$ cat src/rtl/aes_pkg.sv
`default_nettype none
// ============================================================================
// Module   : aes_pkg
// Brief    : Shared AES datapath types and the MixColumns sequencer FSM states.
// Revision : 1.0 - initial release
// ============================================================================
package aes_pkg;

    typedef logic [7:0]       byte_t;
    typedef byte_t [3:0]      column_t;   // [row]
    typedef byte_t [3:0][3:0] state_t;    // [row][col]

    typedef enum logic [1:0] {
        IDLE = 2'd0,
        BUSY = 2'd1,
        DONE = 2'd2
    } mixseq_state_e;

    // Multiply by x in GF(2^8) modulo x^8+x^4+x^3+x+1.
    function automatic byte_t xtime(input byte_t b);
        return {b[6:0], 1'b0} ^ (b[7] ? 8'h1b : 8'h00);
    endfunction

endpackage
`default_nettype wire

$ cat src/rtl/mixColumns_col.sv
`default_nettype none
// ============================================================================
// Module   : mixColumns_col
// Brief    : AES MixColumns on a single 4-byte column (pure combinational).
// Revision : 1.0 - initial release
// ============================================================================
module mixColumns_col
    import aes_pkg::*;
(
    input  column_t in_col,
    output column_t out_col
);

    // b[r] = 2*a[r] ^ 3*a[r+1] ^ a[r+2] ^ a[r+3], row indices modulo 4.
    for (genvar r = 0; r < 4; r++) begin : g_row
        assign out_col[r] = xtime(in_col[r])
                          ^ xtime(in_col[(r + 1) % 4]) ^ in_col[(r + 1) % 4]
                          ^ in_col[(r + 2) % 4]
                          ^ in_col[(r + 3) % 4];
    end

endmodule
`default_nettype wire

$ cat src/rtl/mix_columns_seq.sv
`default_nettype none
// ============================================================================
// Module   : mix_columns_seq
// Brief    : Time-multiplexed AES MixColumns. Accepts a 4x4 state, mixes
//            COLS_PER_CYCLE columns per cycle through shared mixColumns_col
//            instances and returns the result over a valid/ready handshake.
//            Optional macro MIXCOL_BYPASS_EN adds in_bypass (final-round skip).
// Revision : 1.0 - initial release
// ============================================================================
module mix_columns_seq
    import aes_pkg::*;
#(
    parameter int COLS_PER_CYCLE = 1
)
(
    input  logic                 clk,
    input  logic                 rst_n,
    input  logic                 in_valid,
    output logic                 in_ready,
    input  logic [3:0][3:0][7:0] in_state,
`ifdef MIXCOL_BYPASS_EN
    input  logic                 in_bypass,
`endif
    output logic                 out_valid,
    input  logic                 out_ready,
    output logic [3:0][3:0][7:0] out_state,
    output logic                 busy
);

    localparam int NGROUPS = 4 / COLS_PER_CYCLE;

    if (!(COLS_PER_CYCLE == 1 || COLS_PER_CYCLE == 2 || COLS_PER_CYCLE == 4)) begin : g_bad_cfg
        $error("mix_columns_seq: COLS_PER_CYCLE must be 1, 2 or 4");
    end

    mixseq_state_e r_state;
    mixseq_state_e w_state_nxt;
    logic [1:0]    r_col_idx;
    state_t        r_work;
    state_t        w_work_mixed;
    logic          w_accept;
    logic          w_bypass;
    logic          w_last_group;

    logic    [COLS_PER_CYCLE-1:0][1:0] w_col_sel;
    column_t [COLS_PER_CYCLE-1:0]      w_mix_in;
    column_t [COLS_PER_CYCLE-1:0]      w_mix_out;

`ifdef MIXCOL_BYPASS_EN
    assign w_bypass = in_bypass;
`else
    assign w_bypass = 1'b0;
`endif

    assign in_ready     = (r_state == IDLE) && rst_n;
    assign out_valid    = (r_state == DONE);
    assign busy         = (r_state != IDLE);
    assign out_state    = r_work;
    assign w_accept     = in_valid && in_ready;
    assign w_last_group = (r_col_idx == 2'(NGROUPS - 1));

    // Each shared mixer k works on column col_idx*COLS_PER_CYCLE+k.
    for (genvar k = 0; k < COLS_PER_CYCLE; k++) begin : g_mixer
        assign w_col_sel[k] = 2'(int'(r_col_idx) * COLS_PER_CYCLE + k);
        for (genvar r = 0; r < 4; r++) begin : g_sel_row
            assign w_mix_in[k][r] = r_work[r][w_col_sel[k]];
        end
        mixColumns_col u_mix (
            .in_col  (w_mix_in[k]),
            .out_col (w_mix_out[k])
        );
    end

    // Write mixed columns back in place; unaddressed columns keep their bytes.
    always_comb begin
        w_work_mixed = r_work;
        for (int k = 0; k < COLS_PER_CYCLE; k++) begin
            for (int r = 0; r < 4; r++) begin
                w_work_mixed[r][w_col_sel[k]] = w_mix_out[k][r];
            end
        end
    end

    // Next-state logic: accept in IDLE, walk column groups in BUSY, hold in DONE.
    always_comb begin
        w_state_nxt = r_state;
        case (r_state)
            IDLE: if (w_accept) w_state_nxt = w_bypass ? DONE : BUSY;
            BUSY: if (w_last_group) w_state_nxt = DONE;
            DONE: if (out_ready) w_state_nxt = IDLE;
            default: w_state_nxt = IDLE;
        endcase
    end

    // FSM state register.
    always_ff @(posedge clk) begin
        if (!rst_n) begin
            r_state <= IDLE;
        end else begin
            r_state <= w_state_nxt;
        end
    end

    // Work register and group counter: capture on accept, update in place while BUSY.
    always_ff @(posedge clk) begin
        if (!rst_n) begin
            r_work    <= '0;
            r_col_idx <= 2'd0;
        end else begin
            case (r_state)
                IDLE: begin
                    if (w_accept) begin
                        r_work    <= in_state;
                        r_col_idx <= 2'd0;
                    end
                end
                BUSY: begin
                    r_work    <= w_work_mixed;
                    r_col_idx <= w_last_group ? 2'd0 : r_col_idx + 2'd1;
                end
                default: ;
            endcase
        end
    end

endmodule
`default_nettype wire

$ cat config.mk
export PLATFORM = sky130hd
export DESIGN_NAME = mix_columns_seq
export DESIGN_NICKNAME = d
export VERILOG_FILES = /design/src/rtl/aes_pkg.sv /design/src/rtl/mixColumns_col.sv /design/src/rtl/mix_columns_seq.sv
export SDC_FILE = /design/constraint.sdc
export NUM_CORES = 1
export LEC_CHECK = 0
export ABC_AREA = 1
export CORE_MARGIN = 3
export CORE_UTILIZATION = 40
export DETAILED_ROUTE_END_ITERATION = 8
export DONT_BUFFER_PORTS = 1
export PLACE_DENSITY_LB_ADDON = 0.2
export SYNTH_ARGS = -nofsm -noshare
export SYNTH_HDL_FRONTEND = slang
export SYNTH_SLANG_ARGS = --single-unit
$ cat constraint.sdc
create_clock -name clk -period 2.6 [get_ports clk]
set_input_delay 0.13 -clock clk [delete_from_list [all_inputs] [get_ports clk]]
set_output_delay 0.13 -clock clk [all_outputs]
set_load 0.01 [all_outputs]
Word-level counts from Yosys, hierarchy flattened:

Cells that the tools add are included.

* add/sub/neg operators: 1
* order comparisons: 2
* equality and inequality tests: 6
* multiplexer cells: 27
* bitwise logic cells: 20
* reductions and logical operators: 8

Operators with widths (count)
* $pmux W128 S2: 1
* $xor A8 B8 Y8: 20
* $bwmux W32: 4
* $mux W128: 1
* $bmux W8 S2: 4
* $mux W8: 5
* $mux W5: 4
* $demux W8 S2: 1
* $mux W2: 5
* $pmux W2 S3: 1
* $eq A2 B2 Y1 const B: 2
* $ne A2 B2 Y1 const B: 2
* $pmux W2 S2: 1
* $reduce_bool A2 Y1: 2
* $logic_and A1 B1 Y1: 3
* $lt A2 B3 Y1 const B: 1
* $reduce_and A3 Y1: 1
* $add A2 B1 Y2 const B: 1
* $eq A2 B1 Y1 const B: 1
* $ge A2 B1 Y1 const B: 1
* $logic_not A2 Y1: 1
* $ne A2 B1 Y1 const B: 1
* $reduce_and A2 Y1: 1

* register bits: 132
* input port bits: 132
* output and inout bits: 131
* logic and storage cells: 82

Logic depth before layout (Yosys ltp):

Gate-level depths: netlist (run 1).

* depth after elaboration: 10
* mapped depth: 16
* gate-level depth less buffers: 14

Modules after synthesis:

From an unflattened synthesis (run 1), not the netlist that was laid out.

* cell total of the unflattened synthesis: 1951
* area, all modules: 10696.5 sq um

By module, submodules not included
* mix_columns_seq: instances 1, cells each 1624, area each 9096.2 sq um, sequential area each 2642.5 sq um
* mixColumns_col: instances 1, cells each 327, area each 1600.3 sq um, sequential area each 0.0 sq um

Least setup slack after synthesis (run 1):

OpenSTA, ideal clock, no wires.

* kind: register -> register
* start point: register r_col_idx[0]
* end point: register r_work, in the netlist out_state[102]
* library setup time: 66 ps
* arrival: 1759 ps
* required time: 2534 ps
* slack: 775 ps
* stages on the path, launching flop included: 12
* buffers on the path: 4
* clock period less this slack: 1825 ps
* path through: dfxtp_1 buf_6 inv_8 buf_8 buf_8 ha_1 nand2_1 nand2_1 inv_1 clkbuf_1 a21oi_1 a21oi_2

* word-level cells in the longest chain between the ends: 9
* elaborated cells on any way between the ends: 21
* those cells by class: 2 x order compare; 12 x mux; 6 x bitwise; 1 x reduce/logical

RTL lines
* start, declared: RTL line mix_columns_seq.sv:38 `logic [1:0] r_col_idx;`
* start signal, assigned: RTL line mix_columns_seq.sv:119 `r_col_idx <= w_last_group ? 2'd0 : r_col_idx + 2'd1;`
* $bmux W8 S2: RTL line mix_columns_seq.sv:66 `assign w_mix_in[k][r] = r_work[r][w_col_sel[k]];`
* $mux W8 (implied by the code): RTL line mix_columns_seq.sv:66
* $xor A8 B8 Y8: RTL line aes_pkg.sv:21 `return {b[6:0], 1'b0} ^ (b[7] ? 8'h1b : 8'h00);`
* $xor A8 B8 Y8 (2 in a row): RTL line mixColumns_col.sv:17 `^ xtime(in_col[(r + 1) % 4]) ^ in_col[(r + 1) % 4]`
* $xor A8 B8 Y8: RTL line mixColumns_col.sv:18 `^ in_col[(r + 2) % 4]`
* $xor A8 B8 Y8: RTL line mixColumns_col.sv:19 `^ in_col[(r + 3) % 4];`
* $bwmux W32 *: RTL line mix_columns_seq.sv:79 `w_work_mixed[r][w_col_sel[k]] = w_mix_out[k][r];`
* $pmux W128 S2 *: RTL line mix_columns_seq.sv:110 `case (r_state)`
* end signal, assigned: RTL line mix_columns_seq.sv:113 `r_work <= in_state;`
* end signal, assigned: RTL line mix_columns_seq.sv:118 `r_work <= w_work_mixed;`
* end, declared: RTL line mix_columns_seq.sv:39 `state_t r_work;`

Every way passes the cells marked *; elsewhere a longest branch is shown, timed or not. The select of a mux whose other input is x is not followed.
A chain may end at the register's enable or synchronous reset.

Worst setup path in the final report (run 1):

* start point: register r_col_idx[0]
* end point: register r_work, in the netlist out_state[78]

The elaborated chain is that of the path after synthesis.

==> summary.txt, run 1 <==
Overall die height: 155.6 um
N_diodes: 0
Area fraction of the dominant cell type after synthesis: 29.54%
Total congestion overflow: 0
Synthesized cell area: 8946 um2
Starting density of the core: 40.87%
Total routing resource utilization after global routing: 32.19%
Top post-synthesis cells by area: sky130_fd_sc_hd__dfxtp_1, sky130_fd_sc_hd__nand2_1, sky130_fd_sc_hd__a21oi_1
Clock Latency Late Sink: 0.42 ns
Critical path class: reg2reg
CP Max Fanout: 25
Detailed-route wire length per cell: 21.39 um
Endpoints failing setup: 0
Worst setup skew after layout: 0.01118 ns
Cell type group with the largest total delay on the critical path: simple AND/OR/NAND/NOR gates
Dominant combinational cell family by area after synthesis: simple AND/OR/NAND/NOR gates
Antenna violations before repair: 0
Post-DR vias/cell: 5.895
Num rows: 54
Total via count in the routed design: 11166
Outcome: finished, final reports clean
DIE WIDTH: 155.6 um
Syn. warnings: 0
Synth Instances: 1517
Max Clock Freq: 0.4424 GHz
IR Drop Worst-Case VDD: 0.5628 mV
Crit end category: flop
Power per unit of standard cell area: 810.9 nW/um2
Worst path most repeated cell: sky130_fd_sc_hd__nand2_1
Mux contribution to synthesized area: 0%
Number of buffers added by the clock tree synthesis step: 17
Utilization after layout: 50.17%
Sequential cell area fraction in the yosys report: 29.54%
Critical path data arrival time: 2.61 ns
Cell type with the highest aggregate area in the netlist: sky130_fd_sc_hd__dfxtp_1
Category of the worst setup path launch point: flop
Post-synth EDFFs: 0
Actual slew at the worst max-slew pin: 0.6033 ns
Number of register bits inferred by synthesis: 132
Die ar.: 24200 um2
Maximum number of pins on one net before global-route repair: 132
Max Slew Vio Count: 0
Net count of the mapped netlist: 1653
Number of clock sinks: 132
PortBufs: 0
Most used DFF post-synth: sky130_fd_sc_hd__dfxtp_1
Period utilisation layout: 86.94%
Worst slew margin: 59.74%
Clock tree root driver cell: sky130_fd_sc_hd__clkbuf_16
Fraction of final layout cells sized beyond drive strength 1: 8.116%
Sum of net half-perimeters after detailed placement: 28600 um
Synth cell types: 25
Clock-pin slew on the worst setup and hold paths: 0.06 ns
R2r startpoint: r_col_idx[0]
Weighted congestion reported at the end of routability-driven placement: 0.9805
Internal reg-to-reg setup slack: 0.34 ns
Delay contributed by the slowest stage of the critical path: 0.41 ns
Leakage component of the power: 4.929 nW
Total number of nets in the final design: 1741
Wire length of the first global-routing pass: 60890 um
Top-Level Pins: 263
Basic-gate share of the synthesized area counting and, or, nand and nor cells: 39.79%
Capture instance of the worst register-to-register path: out_state[78]
Total buffers and inverters traversed by the critical path: 2
Class of the tightest hold or removal check: in2reg
FFs w/ async S/R, synth: 0%
Setup Total Neg Slack: 0 ns
Highest-delay cell along the critical path: sky130_fd_sc_hd__dfxtp_2
Count of max-cap constraint violations: 0
1st-iter DRT viols: 1250
P&R area growth vs syn: 22.77%
Endpoints failing hold: 0
Number of nets with antenna violations after detailed routing: 0
Floorplan Core Area: 21890 um2
Required arrival time at the worst endpoint: 2.95 ns
Xor/xnor cell area share of the yosys netlist: 0.2937%
Mean instance size in the synthesized netlist: 5.897 um2
Ordered list of cells on the worst path: buf_4 > nand2_1 > nand2_1 > nand2_1 > nand2_1 > inv_1 > nand2_1 > nand2_1 > nand2_1 > nand3_1 > nand2_2 > nand2_1 > a21oi_1
DRC errors left: 0
Number of detailed-routing iterations run before antenna repair: 6
Vias in the first global route: 10243
Bufs on Longest Clock Path: 2
Worst Hold End: out_state[3]
Number of cells on the worst hold path: 2
Beginning of the worst hold path: in_state[3]
R2R depth: 13
CTS tree: built
Shortest period the worst path allows: 2.260 ns
Post-synthesis compound-gate area fraction: 21.87%
RSZ-0062 raised after global routing: no
Adder-cell share of the synthesized area: 0.5594%
H-tree depth reported by CTS: 4
Total wirelength of the detailed-routed design: 40510 um
-- worst max path at each step --
stage                             from        endpoint  slack, ns  depth (start not counted)
after global routing      r_col_idx[0]  out_state[107]       0.23                         13
after global placement    r_col_idx[0]   out_state[56]       0.51                          8
after detailed placement  r_col_idx[0]   out_state[60]       0.42                          8
after CTS                 r_col_idx[0]   out_state[25]       0.41                          8
final                     r_col_idx[0]   out_state[78]       0.34                         13
after floorplan           r_col_idx[0]  out_state[102]       0.78                         11
-- sequential cells by signal, summed over array words and instances, names as in the netlist --
register	flops
out_state	128
r_col_idx	2
r_state	2
-- cell usage in the layout (no fill, tap or decap), types with 2 or more instances in the layout --
cell type / n
sky130_fd_sc_hd__nand2_1: 606
sky130_fd_sc_hd__xnor2_1: 3
sky130_fd_sc_hd__dfxtp_2: 2
sky130_fd_sc_hd__o21ai_0: 129
sky130_fd_sc_hd__dlygate4sd3_1: 128
sky130_fd_sc_hd__nand3_2: 3
sky130_fd_sc_hd__dfxtp_1: 130
sky130_fd_sc_hd__bufinv_16: 3
sky130_fd_sc_hd__buf_4: 24
sky130_fd_sc_hd__inv_1: 47
sky130_fd_sc_hd__clkbuf_16: 17
sky130_fd_sc_hd__clkbuf_1: 3
sky130_fd_sc_hd__inv_2: 6
sky130_fd_sc_hd__nand2_2: 57
sky130_fd_sc_hd__nor2_1: 6
sky130_fd_sc_hd__clkinv_2: 3
sky130_fd_sc_hd__a21oi_1: 255
sky130_fd_sc_hd__nand3_1: 170
sky130_fd_sc_hd__clkbuf_8: 2
sky130_fd_sc_hd__a21oi_2: 4
sky130_fd_sc_hd__ha_1: 4
sky130_fd_sc_hd__buf_12: 6
-- final cells by class --
class | instances | area [um2]
repair buffers | 159 | 1609
clock inverters | 6 | 105.1
well taps | 280 | 350.3
clock buffers | 22 | 464.2
inverters | 55 | 216.5
multi-input cells | 1240 | 5593
fillers | 2235 | 10910
flip-flops and latches | 132 | 2645
-- cell families after synthesis --
logic type               after synthesis
flip-flops                           132
adder cells (fa/ha/maj)                4
XOR/XNOR                               3
buffers and inverters                145
AO/OA/AOI/OAI                        388
AND/OR/NAND/NOR                      845
-- stage by stage --
| step | cells | hold WS [ns] | worst slack (ns) | instance area (um2) | total power [mW] |
|---|---|---|---|---|---|
| after detailed placement | 1737 | 0.2583 | 0.4225 | 9105 | 6.179 |
| final | 1894 | 0.02473 | 0.3396 | 10980 | 8.906 |
| after floorplan | 1517 | 0.2813 | 0.7751 | 8946 | 5.058 |
| after CTS | 1894 | 0.006443 | 0.4051 | 10980 | 8.820 |
| after global placement | 1737 | 0.2496 | 0.5101 | 9105 | 6.162 |
| after global routing | 1894 | 0.01401 | 0.2261 | 10980 | 9.373 |
-- worst register-to-register path, delay by kind of cell, from the launching register on --
| family | cells | cell delay [ns] |
|---|---|---|
| flops | 1 | 0.41 |
| simple gates | 10 | 1.14 |
| compound gates | 1 | 0.14 |
| buf+inv | 2 | 0.49 |
-- power by group --
part | internal (mW) | switching, mW
logic | 1.07 | 2.73
registers | 2.25 | 0.390
clock network | 1.53 | 0.927
total | 4.86 | 4.05
-- routing by layer --
metal | GRT usage [%] | vias up | wire [um]
li1 | - | 5207 | -
met1 | 41.92 | 5176 | 15900
met2 | 53.05 | 689 | 18910
met3 | 7.684 | 94 | 4524
met4 | 9.962 | 0 | 1183
met5 | 0 | - | 0
-- timing repair --
action	CTS	global route
hold buffers	129	0
hold endpoints to repair	132	0
setup buffers	0	0
endpoints found under the setup margin	0	0
gates resized for setup	0	0
-- Yosys cell counts, types with 6 or more instances --
cell	count
sky130_fd_sc_hd__a21oi_1	255
sky130_fd_sc_hd__o21ai_0	129
sky130_fd_sc_hd__buf_6	8
sky130_fd_sc_hd__clkbuf_1	51
sky130_fd_sc_hd__nand2_1	606
sky130_fd_sc_hd__dfxtp_1	132
sky130_fd_sc_hd__nand3_1	170
sky130_fd_sc_hd__inv_1	47
sky130_fd_sc_hd__inv_2	6
sky130_fd_sc_hd__buf_2	18
sky130_fd_sc_hd__buf_4	7
sky130_fd_sc_hd__nand2_2	57
sky130_fd_sc_hd__nor2_1	6
No activity file was read; power rests on OpenSTA's default activity.
==> run 2: changes to the inputs <==
--- a/config.mk
+++ b/config.mk
@@ -11,6 +11,8 @@
 export DETAILED_ROUTE_END_ITERATION = 8
 export DONT_BUFFER_PORTS = 1
 export PLACE_DENSITY_LB_ADDON = 0.2
+export REMOVE_ABC_BUFFERS = 1
 export SYNTH_ARGS = -nofsm -noshare
 export SYNTH_HDL_FRONTEND = slang
 export SYNTH_SLANG_ARGS = --single-unit
+export TNS_END_PERCENT = 10
==> summary.txt, run 2 (synthesis gave the netlist of run 1 again) <==
Clock Latency Late Sink: 0.43 ns (about the same)
Endpoints failing hold: 0 (unchanged)
Leading cell type in the layout, fill and taps excluded: sky130_fd_sc_hd__nand2_1
Critical path class: reg2reg
Beginning of the worst hold path: in_valid
Category of the worst setup path launch point: flop
Total wirelength of the detailed-routed design: 36750 um (-9.3%)
Worst hold margin: 0.05509 ns (+0.03037 ns)
Post-route non-filler standard cell count: 1905 (+0.58%)
Vias in the first global route: 10150 (-0.91%)
Crit end category: flop
Required arrival time at the worst endpoint: 2.91 ns (-0.04 ns)
Number of clock sinks: 132 (unchanged)
CTS tree: built
Num rows: 54 (unchanged)
Worst setup path start: r_col_idx[0]
Maximum number of pins on one net before global-route repair: 132 (unchanged)
Total number of nets in the final design: 1747 (+0.34%)
Actual slew at the worst max-slew pin: 0.8145 ns (+0.2112 ns)
Total power: 8.818 mW (-1.0%)
Leakage component of the power: 4.977 nW (+0.97%)
Top-Level Pins: 263 (unchanged)
P&R area growth vs syn: 23.66%
Critical path data arrival time: 2.78 ns (+0.17 ns)
PortBufs: 0 (unchanged)
Total congestion overflow: 0 (unchanged)
Shortest period the worst path allows: 2.464 ns (+0.2039 ns)
Number of placed instances with taps included: 1742 (+0.29%)
Final worst-path setup slack: 0.1357 ns (-0.2039 ns)
CP Max Fanout: 23 (-8.0%)
Class of the tightest hold or removal check: in2reg
Max Slew Vio Count: 0 (unchanged)
Number of buffers added by the clock tree synthesis step: 17 (unchanged)
Floorplan Core Area: 21890 um2 (unchanged)
Worst slack at placement: 0.4610 ns (+0.03852 ns)
Sum of net half-perimeters after detailed placement: 24570 um (-14%)
Leading cell types in the layout, fill and taps excluded: sky130_fd_sc_hd__nand2_1, sky130_fd_sc_hd__a21oi_1, sky130_fd_sc_hd__nand3_1
Post-CTS Repair Setup Buffers: 0 (unchanged)
Fraction of final layout cells sized beyond drive strength 1: 8.744% (+0.63 points)
FF/Latch Area: 2645 um2 (unchanged)
Max Clock Freq: 0.4058 GHz (-8.3%)
Total routing resource utilization after global routing: 29.35% (-2.8 points)
Post-DR vias/cell: 5.630 (-4.5%)
Utilization after layout: 50.54% (+0.37 points)
Worst slew margin: 45.70% (-14 points)
Setup Total Neg Slack: 0 ns (unchanged)
Count of max-cap constraint violations: 0 (unchanged)
Flip-flop count of the largest register after layout: 128 (unchanged)
1st-iter DRT viols: 959 (-23%)
Number of nets with antenna violations after detailed routing: 0 (unchanged)
Clock-pin slew on the worst setup and hold paths: 0.07 ns (about the same)
Wire length of the first global-routing pass: 56610 um (-7.0%)
Overall die height: 155.6 um (unchanged)
Bufs on Longest Clock Path: 2 (unchanged)
Final std cell area, no fill: 11060 um2 (+0.73%)
H-tree depth reported by CTS: 4 (unchanged)
Antenna violations before repair: 1 (+1)
Endpoints failing setup: 0 (unchanged)
Number of filler instances in the final layout: 2275 (+1.8%)
Worst setup skew after layout: 0.01411 ns (+0.002930 ns)
Outcome: finished, final reports clean
RSZ-0062 raised after global routing: no
R2r startpoint: r_col_idx[0]
Cell area reported after detailed placement: 9105 um2 (unchanged)
Number of detailed-routing iterations run before antenna repair: 5 (-1)
DRC errors left: 0 (unchanged)
Weighted congestion reported at the end of routability-driven placement: 0.9346 (-4.7%)
Power per unit of standard cell area: 797.0 nW/um2 (-1.7%)
IR Drop Worst-Case VDD: 0.3810 mV (-32%)
DIE WIDTH: 155.6 um (unchanged)
Total via count in the routed design: 10726 (-3.9%)
Detailed-route wire length per cell: 19.29 um (-9.8%)
Clock tree root driver cell: sky130_fd_sc_hd__clkbuf_16
Starting density of the core: 40.87% (unchanged)
Period utilisation layout: 94.78% (+7.8 points)
Die ar.: 24200 um2 (unchanged)
Footprint of the multi-input gates: 5593 um2 (unchanged)
run 2: layout make-up:
class | instances | share of cell area [%]
Multi-Input combinational cell | 1240 | 50.55
Antenna cell | 1 | 0.02262
Clock buffer | 19 | 4.004
Inverter | 55 | 1.957
Tap cell | 280 | 3.167
Timing Repair Buffer | 165 | 14.74
Sequential cell | 132 | 23.91
Clock inverter | 13 | 1.651
run 2: path summary, 6_finish.rpt:
check	endpoint	slack, ns	cells after the start
max	out_state[80]	0.14	11
min reg2reg	out_state[2]	0.61	2
max reg2reg	out_state[80]	0.14	11
min	r_state[0]	0.06	2
run 2: power by group:
group          internal [mW]  switching (mW)  total [mW]
clock network           1.63            1.01        2.64
logic                   1.08            2.48        3.56
registers               2.25           0.358        2.61
run 2: layer usage:
metal,global-route usage [%],part of all wire [%]
met4,8.629,2.0
met5,0,0
met3,6.214,8.6
met2,48.76,47
met1,38.56,42
run 2: repair_timing:
action	4_1_cts	5_1_grt
resized for setup	0	3
hold endpoints to repair	132	0
hold buffers	130	0
setup endpoints to repair	0	1
run 2: worst max-delay path, stage by stage (launching register included):
cell	delay, ns
sky130_fd_sc_hd__dfxtp_2	0.47
sky130_fd_sc_hd__buf_8	0.23
sky130_fd_sc_hd__nand2_1	0.10
sky130_fd_sc_hd__nand2_1	0.08
sky130_fd_sc_hd__nand2_1	0.06
sky130_fd_sc_hd__nand2_2	0.22
sky130_fd_sc_hd__nand2_1	0.09
sky130_fd_sc_hd__nand2_1	0.15
sky130_fd_sc_hd__nand3_1	0.20
sky130_fd_sc_hd__nand3_1	0.14
sky130_fd_sc_hd__a21oi_1	0.06
sky130_fd_sc_hd__dlygate4sd3_1	0.55
